<file path="src/rtl/mysystem_nios2_oci_trace_monitor.sv">
// Trace monitor: captures DCT fragments into a show-ahead FIFO, tracks drops, sequences end-of-test drain.
// Optional per-word timestamp field enabled by defining MYSYSTEM_OCI_TRACE_TIMESTAMP_EN.
//
// state   | meaning
// CAPTURE | accepting trace fragments into the FIFO
// FLUSH   | captures ignored, FIFO draining to the sink
// DONE    | drain finished or abandoned; terminal until reset
module mysystem_nios2_oci_trace_monitor #(
  parameter int DATA_W = 30,
  parameter int CNT_W  = 4,
  parameter int DEPTH  = 16,
  parameter int TS_W   = 16,
  localparam int LVL_W = $clog2(DEPTH + 1),
`ifdef MYSYSTEM_OCI_TRACE_TIMESTAMP_EN
  localparam int OUT_W = TS_W + CNT_W + DATA_W
`else
  localparam int OUT_W = CNT_W + DATA_W
`endif
) (
  input  logic              clk,
  input  logic              reset,
  input  logic [DATA_W-1:0] dct_buffer,
  input  logic [CNT_W-1:0]  dct_count,
  input  logic              dct_valid,
  input  logic              test_ending,
  input  logic              test_has_ended,
  output logic [OUT_W-1:0]  out_data,
  output logic              out_valid,
  input  logic              out_ready,
  output logic [LVL_W-1:0]  fill_level,
  output logic              overflow,
  output logic [7:0]        drop_count,
  output logic              flush_done
);

  localparam int PTR_W = $clog2(DEPTH);

  if (DEPTH < 2 || (DEPTH & (DEPTH - 1)) != 0 || TS_W < 1) begin : g_param_check
    $error("mysystem_nios2_oci_trace_monitor: DEPTH must be a power of 2 >= 2 and TS_W >= 1");
  end

  typedef enum logic [1:0] {
    ST_CAPTURE = 2'd0,
    ST_FLUSH   = 2'd1,
    ST_DONE    = 2'd2
  } state_t;

  state_t           state;
  state_t           state_next;
  logic [OUT_W-1:0] mem [DEPTH];
  logic [PTR_W-1:0] wr_ptr;
  logic [PTR_W-1:0] rd_ptr;
  logic [OUT_W-1:0] wr_word;
  logic             full;
  logic             empty;
  logic             pop;
  logic             req;
  logic             push;
  logic             drop;

`ifdef MYSYSTEM_OCI_TRACE_TIMESTAMP_EN
  logic [TS_W-1:0] ts;

  always_ff @(posedge clk) begin
    if (reset) ts <= '0;
    else       ts <= ts + TS_W'(1);
  end

  assign wr_word = {ts, dct_count, dct_buffer};
`else
  assign wr_word = {dct_count, dct_buffer};
`endif

  assign full       = (fill_level == LVL_W'(DEPTH));
  assign empty      = (fill_level == '0);
  assign out_valid  = !empty;
  assign pop        = out_valid && out_ready;
  // A hard stop clears the FIFO, so a capture in that cycle is neither stored nor a drop.
  assign req        = dct_valid && (dct_count != '0) && (state == ST_CAPTURE) && !test_has_ended;
  assign push       = req && (!full || pop);
  assign drop       = req && !push;
  assign out_data   = mem[rd_ptr];
  assign flush_done = (state == ST_DONE);

  always_ff @(posedge clk) begin
    if (reset) state <= ST_CAPTURE;
    else       state <= state_next;
  end

  always_comb begin
    state_next = state;
    case (state)
      ST_CAPTURE: if (test_ending) state_next = ST_FLUSH;
      // No pushes happen in FLUSH, so the last word leaving means empty next cycle.
      ST_FLUSH:   if (empty || (fill_level == LVL_W'(1) && pop)) state_next = ST_DONE;
      ST_DONE:    state_next = ST_DONE;
      default:    state_next = ST_CAPTURE;
    endcase
    if (test_has_ended) state_next = ST_DONE;
  end

  always_ff @(posedge clk) begin
    if (push) mem[wr_ptr] <= wr_word;
  end

  always_ff @(posedge clk) begin
    if (reset || test_has_ended) begin
      wr_ptr     <= '0;
      rd_ptr     <= '0;
      fill_level <= '0;
    end else begin
      if (push) wr_ptr <= wr_ptr + PTR_W'(1);
      if (pop)  rd_ptr <= rd_ptr + PTR_W'(1);
      case ({push, pop})
        2'b10:   fill_level <= fill_level + LVL_W'(1);
        2'b01:   fill_level <= fill_level - LVL_W'(1);
        default: fill_level <= fill_level;
      endcase
    end
  end

  always_ff @(posedge clk) begin
    if (reset) begin
      overflow   <= 1'b0;
      drop_count <= '0;
    end else if (drop) begin
      overflow <= 1'b1;
      if (drop_count != 8'hFF) drop_count <= drop_count + 8'd1;
    end
  end

endmodule
</file>
<file path="config.mk">
export PLATFORM = sky130hd
export DESIGN_NAME = mysystem_nios2_oci_trace_monitor
export DESIGN_NICKNAME = d
export VERILOG_FILES = /design/src/rtl/mysystem_nios2_oci_trace_monitor.sv
export SDC_FILE = /design/constraint.sdc
export NUM_CORES = 1
export LEC_CHECK = 0
export CAP_MARGIN = 25
export CELL_PAD_IN_SITES_DETAIL_PLACEMENT = 1
export CELL_PAD_IN_SITES_GLOBAL_PLACEMENT = 2
export CORE_UTILIZATION = 52
export CTS_CLUSTER_DIAMETER = 60
export DETAILED_ROUTE_END_ITERATION = 12
export PLACE_DENSITY_LB_ADDON = 0.1
export SYNTH_ARGS = -nofsm -noshare
export SYNTH_HDL_FRONTEND = slang
export SYNTH_SLANG_ARGS = --single-unit
</file>
<file path="constraint.sdc">
create_clock -name clk -period 13.4 [get_ports clk]
set_clock_uncertainty 0.2 [all_clocks]
set_input_delay 2.01 -clock clk [delete_from_list [all_inputs] [get_ports clk]]
set_output_delay 2.01 -clock clk [all_outputs]
set_load 0.05 [all_outputs]
</file>
# ---- After elaboration in Yosys (flattened, before gate mapping)
# Memories as Yosys holds them, arrays and structs flattened. A register that Yosys moved wholly into a read port is not among the register bits.
# Cells that the tools add are included.
dict set report classes {
  add_sub_neg 5
  n_eq_ne 11
  muxes 9
  reduce_logical 22
}
# operator count
set ops {}
lappend ops {{$pmux W5 S2} 1}
lappend ops {{$add A4 B1 Y4 const B} 2}
lappend ops {{$add A8 B1 Y8 const B} 1}
lappend ops {{$mux W4} 2}
lappend ops {{$ne A8 B8 Y1 const B} 1}
lappend ops {{$logic_and A1 B1 Y1} 7}
lappend ops {{$mux W2} 3}
lappend ops {{$ne A3 B3 Y1 const B} 2}
lappend ops {{$pmux W2 S3} 1}
lappend ops {{$reduce_and A2 Y1} 3}
lappend ops {{$add A5 B1 Y5 const B} 1}
lappend ops {{$eq A5 B1 Y1 const B} 1}
lappend ops {{$eq A5 B5 Y1 const B} 1}
lappend ops {{$logic_not A5 Y1} 1}
lappend ops {{$sub A5 B1 Y5 const B} 1}
lappend ops {{$eq A2 B1 Y1 const B} 2}
lappend ops {{$eq A2 B2 Y1 const B} 2}
lappend ops {{$logic_not A1 Y1} 4}
lappend ops {{$ne A2 B2 Y1 const B} 2}
lappend ops {{$reduce_bool A4 Y1} 1}
lappend ops {{$logic_or A1 B1 Y1} 3}
lappend ops {{$logic_not A2 Y1} 1}
lappend ops {{$mux W1} 2}
lappend ops {{$reduce_bool A2 Y1} 1}
lappend ops {{$reduce_or A2 Y1} 1}
dict set report word_totals {
  regBits 24
  mem_bits_rw 544
  in_bits 40
  output_inout_bits 50
  word_cells 55
  memories 1
}
# name depth word_bits read_ports rd_ports_with_merged_regs write_ports line_no
set memory_table {}
lappend memory_table {mem 16 34 1 1 1 50} ;# logic [OUT_W-1:0] mem [DEPTH];

# ---- Logic depth before layout (Yosys ltp)
dict set report logic_depth {
  depth_word 8
  mapped_depth 9
  depth_no_buf 7
}

# ---- Worst setup path before layout
# Ideal clock, no wire load.
dict set report synth_path {
  path_type {input to register}
  from {input port test_has_ended}
  to {memory mem[0][0] (netlist name), enable pin}
  arrival_time_ns 5.226
  path_slack_ns 7.507
  cell_stages 6
  path_buffers 1
  cell_sequence {nand3b_1 > or2_1 > buf_2 > nor2_2 > nand2_1 > nor3_1}
}
dict set report synth_via {
  elab_chain_cells 5
}
# item line_no
set synth_rtl {}
lappend synth_rtl {{start: declaration} 26} ;# input logic test_has_ended,
lappend synth_rtl {{$logic_not A1 Y1} 79} ;# assign req = dct_valid && (dct_count != '0) && (state == ST_CAPTURE) && !test_has_ended;
lappend synth_rtl {{$logic_and A1 B1 Y1} 79}
lappend synth_rtl {{$logic_and A1 B1 Y1} 80} ;# assign push = req && (!full || pop);
lappend synth_rtl {{$mux W1} 103} ;# if (push) mem[wr_ptr] <= wr_word;
lappend synth_rtl {{$mux W1 (not written as such)} 103}
lappend synth_rtl {{end: declaration} 50}
# No other way between the ends.

==> metrics.yaml <==
synth_largest_area_cell: "edfxtp_1"
floorplan.initialDensity_pct: 53.2
cts_htree_levels: 2
root_buffer: "clkbuf_16"
drt-pass1-iter-count: 5
yosysWarnings: 0
slew_violations: 0
hold_violations: 0
period_minus_slack_ns: 6.38
grt_pass1_wl_mm: 71.8
design.portCount: 90
tritoncts_num_sinks: 572
synthesis.instances: 936
min-delay-start: "overflow$_SDFFE_PP0P_"
timing.final.crit_share_pct: 47.6
clock_latency_at_the_later_pin_of_the_worst_skew_pair_ns: 0.61
wl_per_cell_um: 29.1
power.static_leakage_nw: 7.71
cts_tree: "built"
number_of_enable_type_register_cells_in_the_synthesized_netlist: 544
diodes: 0
synth_area_leaders: "edfxtp_1 74%, mux4_2 17%, dfxtp_1 2.6%"
gpl.final_weighted_congestion: 0.698
seq_area_frac_synth_pct: 77.0
cts_hold_repair.buffers: 0
finalSetupViolations: 0
wl_mm: 47.8
detail_route_antenna_nets: 0
die_w_um: 207
yosys.area.top_type_share_pct: 74.5
type_of_element_capturing_the_critical_path: "primary output"
vias_per_cell: 6.13
drt-initial-drc-count: 696
grt_remaining_overflow: 0
synth-async-reset-ratio_pct: 0
min_path_type: "reg2reg"
post-route-cell-area_um2: 25400
route.vias.total: 10100
hold_path_depth: 2
post_dp_cell_area_um2: 23500
ys_seq_elements: 572
timing.slew.headroom_pct: 37.4
ys.flop_type: "edfxtp_1"
holdPathEnd: "overflow$_SDFFE_PP0P_"
via_count_of_the_first_global_routing_pass: 11000
setup_repair_after_global_routing_missed_its_margin: "no"
die-area_um2: 43000
post_route_cells_drive_above_1_share_pct: 27.2
run_status: "completed"
clock_buffer_count_from_cts: 58
fin_total_pwr_mw: 3.64
mappedNetlistNets: 990
worst_ep_required_time_ns: 11.19
cts.repair_timing.setup_buffer_count: 0
r2r-end: "mem[0][16]$_DFFE_PP_"
ctsResizeCount: 0
io_buffers: 89
timing_worst_setup_path_type: "reg2out"
floorplan.rows: 74
core-area_um2: 41200
drcViolationCount: 0
yosys.cell_types.count: 46
mappedNetlistArea_um2: 21900
timing.critical_path.arrival_ns: 4.17
worst_pin_slew_ns: 0.938
vdd_ir_drop_max_mv: 0.102
hpwlAfterDp_mm: 25.3
maxClockFrequency_ghz: 0.157
max-cap-violations: 0
largest_net_degree_at_the_start_of_global_routing: 61
timing.setup.tns_ns: 0
grt_usage_pct: 23.2
worstSetupStartpointType: "flop"
power.density_nw_per_um2: 144
reg2reg_depth: 8
worstPathMaxFanout: 40
synth_area_per_cell_um2: 23.4
nNetsFinal: 1119
cts_buffer_depth: 3
regToRegSetupSlack_ns: 9.73
die_height_um: 207
clk_transition_reported_paths_ns: 0.06
rr_startpoint: "state[0]$_SDFFE_PP0P_"
grt_antenna_before_repair: 1
layout_overhead_on_the_synthesized_area_pct: 15.7
## flip-flops by register name, indices dropped and copies added (netlist names), named ones only
signal and count:
rd_ptr 4, drop_count 8, overflow 1, wr_ptr 4, mem 544, state 2, fill_level 5
## worst max path at each step
stage                     slack [ns]            from  cells after the start             endpoint
after floorplan                 7.51  test_has_ended                      6  mem[0][0]$_DFFE_PP_
after global placement          7.23            flop                      4         out_data[19]
after detailed placement        7.24            flop                      4         out_data[17]
after CTS                       6.56            flop                      4         out_data[17]
after global routing            6.67            flop                      5          out_data[0]
final                           7.02            flop                      5          out_data[0]
## synth_stat cells (2+ instances only)
cell type	n
edfxtp_1	544
mux4_2	170
nor2_1	37
dfxtp_1	28
buf_2	19
clkbuf_1	17
ha_1	14
inv_1	10
a21oi_1	8
nand2_1	8
nand3_1	8
buf_6	7
nor3_1	7
xnor2_1	6
nand2b_1	5
xor2_1	5
and3_1	3
buf_1	3
mux2i_1	3
nand4_1	3
nand4b_1	3
a211oi_1	2
a32oi_1	2
mux2_1	2
## layer usage
metal / share of wire (%) / vias up / track usage [%]
met1: 42 / 5438 / 32.2
met5: 0.023 / - / 0
li1: - / 4246 / -
met2: 50 / 323 / 38.0
met4: 2.2 / 2 / 7.44
met3: 5.5 / 71 / 3.66
## cell families after synthesis
group / synth area share [%]
AOI/OAI and AO/OA: 0.730
xor gates and xnor gates: 0.439
adders and majority gates: 0.799
buffers and inverters: 1.31
DFF: 77.0
muxes: 17.7
and+or+nand+nor: 2.00
## worst max-delay path: stages (launching register included)
cell and delay [ns]:
dfxtp_4 0.65, buf_12 0.29, buf_4 0.69, mux4_2 0.60, mux4_2 0.47, clkdlybuf4s50_1 0.82
## stage by stage
stage               std cells  utilization (%)  worst slack [ns]  hold WS, ns
global placement         1535             57.1              7.23        0.277
floorplan                 936                -              7.51        0.263
detailed placement       1535             57.1              7.24        0.281
CTS                      1642             61.5              6.56        0.298
global route             1644             61.6              6.67        0.319
finish                   1644             61.6              7.02        0.287
## cell usage in the layout, fill, tap and decap left out, drive strengths merged, types with 2 or more instances in the layout
master / synthesis / final
a211oi: 2 / 2
buf: 29 / 26
clkinv: 0 / 25
a32oi: 2 / 2
clkdlybuf4s50: 0 / 89
nand4b: 3 / 3
and3: 3 / 3
bufinv: 0 / 2
xor2: 5 / 5
nor3: 8 / 8
mux2i: 3 / 3
nand2b: 5 / 5
a311oi: 2 / 2
nor2: 38 / 38
clkbuf: 17 / 76
edfxtp: 544 / 544
mux4: 170 / 170
xnor2: 6 / 6
dfxtp: 28 / 28
ha: 14 / 14
nand2: 9 / 9
inv: 10 / 14
mux2: 2 / 2
or2: 2 / 2
a21oi: 8 / 8
nand4: 3 / 3
nand3: 8 / 8
## cell type report
type | instances | area [um^2]
Fill cell | 3272 | 15800
Inverter | 10 | 37.5
Clock buffer | 76 | 1570
Tap cell | 532 | 666
Clock inverter | 31 | 213
Multi-Input combinational cell | 308 | 4860
Sequential cell | 572 | 16900
Timing Repair Buffer | 115 | 1120
## report_power, final
part / switching [mW] / internal, mW
Clock: 0.656 / 0.861
Combinational: 0.0931 / 0.0645
Sequential: 0.00535 / 1.96
(Power assumes the default switching activity.)
==> patch (config.mk and constraints unchanged) <==
Change the parameter `CNT_W` from 4 to 5.
--- a/src/rtl/mysystem_nios2_oci_trace_monitor.sv
+++ b/src/rtl/mysystem_nios2_oci_trace_monitor.sv
@@ -9,3 +9,3 @@
   parameter int DATA_W = 30,
-  parameter int CNT_W  = 4,
+  parameter int CNT_W  = 5,
   parameter int DEPTH  = 16,
Interface: changed (resized dct_count and out_data); port bits go from 90 to 92. No check against the original RTL was run, so the function may have changed too.
==> patch against the original RTL <==
- core utilization shrank 0.13 points
- synthesized area rose by 3.5%
- global-route usage decreased by 0.58 points
- routed wire length rose by 0.98%
- highest routed layer is now met4
- sequential power grew 3%
- hold slack worse by 2.5 ps
- sequential cell count increased by 16
- power rose by 8.1%
- non-clock buffer count grew 1
- final area is 4.3% higher
- fmax fell by 6.0%
- setup slack worse by 410 ps
==> patch: results (changes against the original RTL) <==
[status]
outcome = finished, final reports clean  ; unchanged

[synthesis]
yosysWarnings = 0  ; unchanged
ys_seq_area_share_pct = 76.6  ; was 77.0%
synth-compound-area-share_pct = 0.932  ; was 0.730%
syn-num-nets = 1038  ; was 990
synth-edff-count = 560  ; was 544
synth_xor_xnor_area_share_pct = 0.116  ; was 0.439%
synthAdderAreaFrac_pct = 0.772  ; was 0.799%
ys_top_cells_by_count = edfxtp_1, mux4_2, dfxtp_1, nor2_1, clkbuf_1  ; was edfxtp_1, mux4_2, nor2_1, dfxtp_1, buf_2
synthTopCellsByArea = edfxtp_1, mux4_2, dfxtp_1, ha_1, nor2_1  ; unchanged
synth_mux_area_share_pct = 18.0  ; was 17.7%
synth_cell_types = 46  ; unchanged

[grt]
grt_pass1_vias = 11200  ; was 11000
track_usage_pct = 22.6  ; was 23.2%
grt_pass1_wl_um = 71900  ; was 71800 um
grt_max_degree = 109  ; was 61

[placement]
postPlaceCellArea_um2 = 24400  ; was 23500 um^2
pre_cts_ws_ps = 7120  ; was 7240 ps
place_congestion = 0.733  ; was 0.698
dp_hpwl_um = 25800  ; was 25300 um
io_buffers = 91  ; was 89

[setup_path]
path_max_fanout = 66  ; was 40
arrival_ps = 4580  ; was 4170 ps

[drt]
post_drt_via_cell_ratio = 5.98  ; was 6.13
drt_iter0_drc = 842  ; was 696
wl_per_cell_um = 27.7  ; was 29.1 um

[min_path]
hold_path.class = flop to flop  ; unchanged

[pwr]
max-vdd-ir-drop_v = 0.000135  ; was 0.000102 V
p_leak_nw = 8.04  ; was 7.71 nW

[layout]
layout.nets = 1160  ; was 1119
reg.largest.list = mem x560, drop_count x8, fill_level x5  ; was mem x544, drop_count x8, fill_level x5
drive_gt1_share_pct = 28.4  ; was 27.2%

[clock_tree]
cts-root-buf = clkbuf_16  ; unchanged
cts_made_buffers = 59  ; was 58
clk_pin_slew_ps = 60  ; about the same

[sta]
worst_slew_pin_slew_ps = 1010  ; was 938 ps

patch: logic make-up after synthesis:
logic type | Yosys count
DFF | 588
muxes | 189
and+or+nand+nor | 95
buffers and inverters | 64
AOI/OAI and AO/OA | 30
adders and majority gates | 14
xor gates and xnor gates | 3
patch: final cells by class:
type	instances	area [um^2]
flip-flops and latches	588	17400
fillers	3504	16600
multi-input cells	331	5110
clock buffers	63	1520
repair buffers	116	1140
well taps	585	732
clock inverters	49	548
inverters	9	33.8
patch: report_power, final:
group / switching (W) / internal, W / total [W]
registers: 0.00000759 / 0.00202 / 0.00203
logic: 0.000105 / 0.0000748 / 0.000180
clock network: 0.000699 / 0.00104 / 0.00173
patch: final timing paths:
| check | start | to | slack [ps] | cells past startpoint |
|---|---|---|---|---|
| max reg2reg | state[0] | mem[7][27] | 9510 | 8 |
| min reg2reg | overflow | overflow | 280 | 2 |
| max | flop | out_data[29] | 6610 | 5 |
| min | overflow | overflow | 280 | 2 |
patch: worst max-delay path: stages, from the launching register on:
cell	delay (ps)
dfxtp_4	470
buf_4	770
buf_4	830
mux4_2	410
mux4_2	570
clkdlybuf4s50_1	740
patch: metrics by stage:
step,utilization (%),hold slack (ps),instances,power (W)
global route,61.5,340,1741,0.00404
finish,61.5,284,1741,0.00394
global placement,56.6,251,1627,0.00224
floorplan,-,271,983,0.00218
detailed placement,56.6,265,1629,0.00225
CTS,61.5,289,1741,0.00398
patch: per-layer routing:
metal	vias up	GRT usage, %	share of wire (%)	wire (um)
met5	-	0	0	0
li1	4426	-	-	-
met3	71	3.91	5.9	2860
met4	0	6.15	2.0	941
met1	5593	31.7	42	20500
met2	320	37.0	50	24000
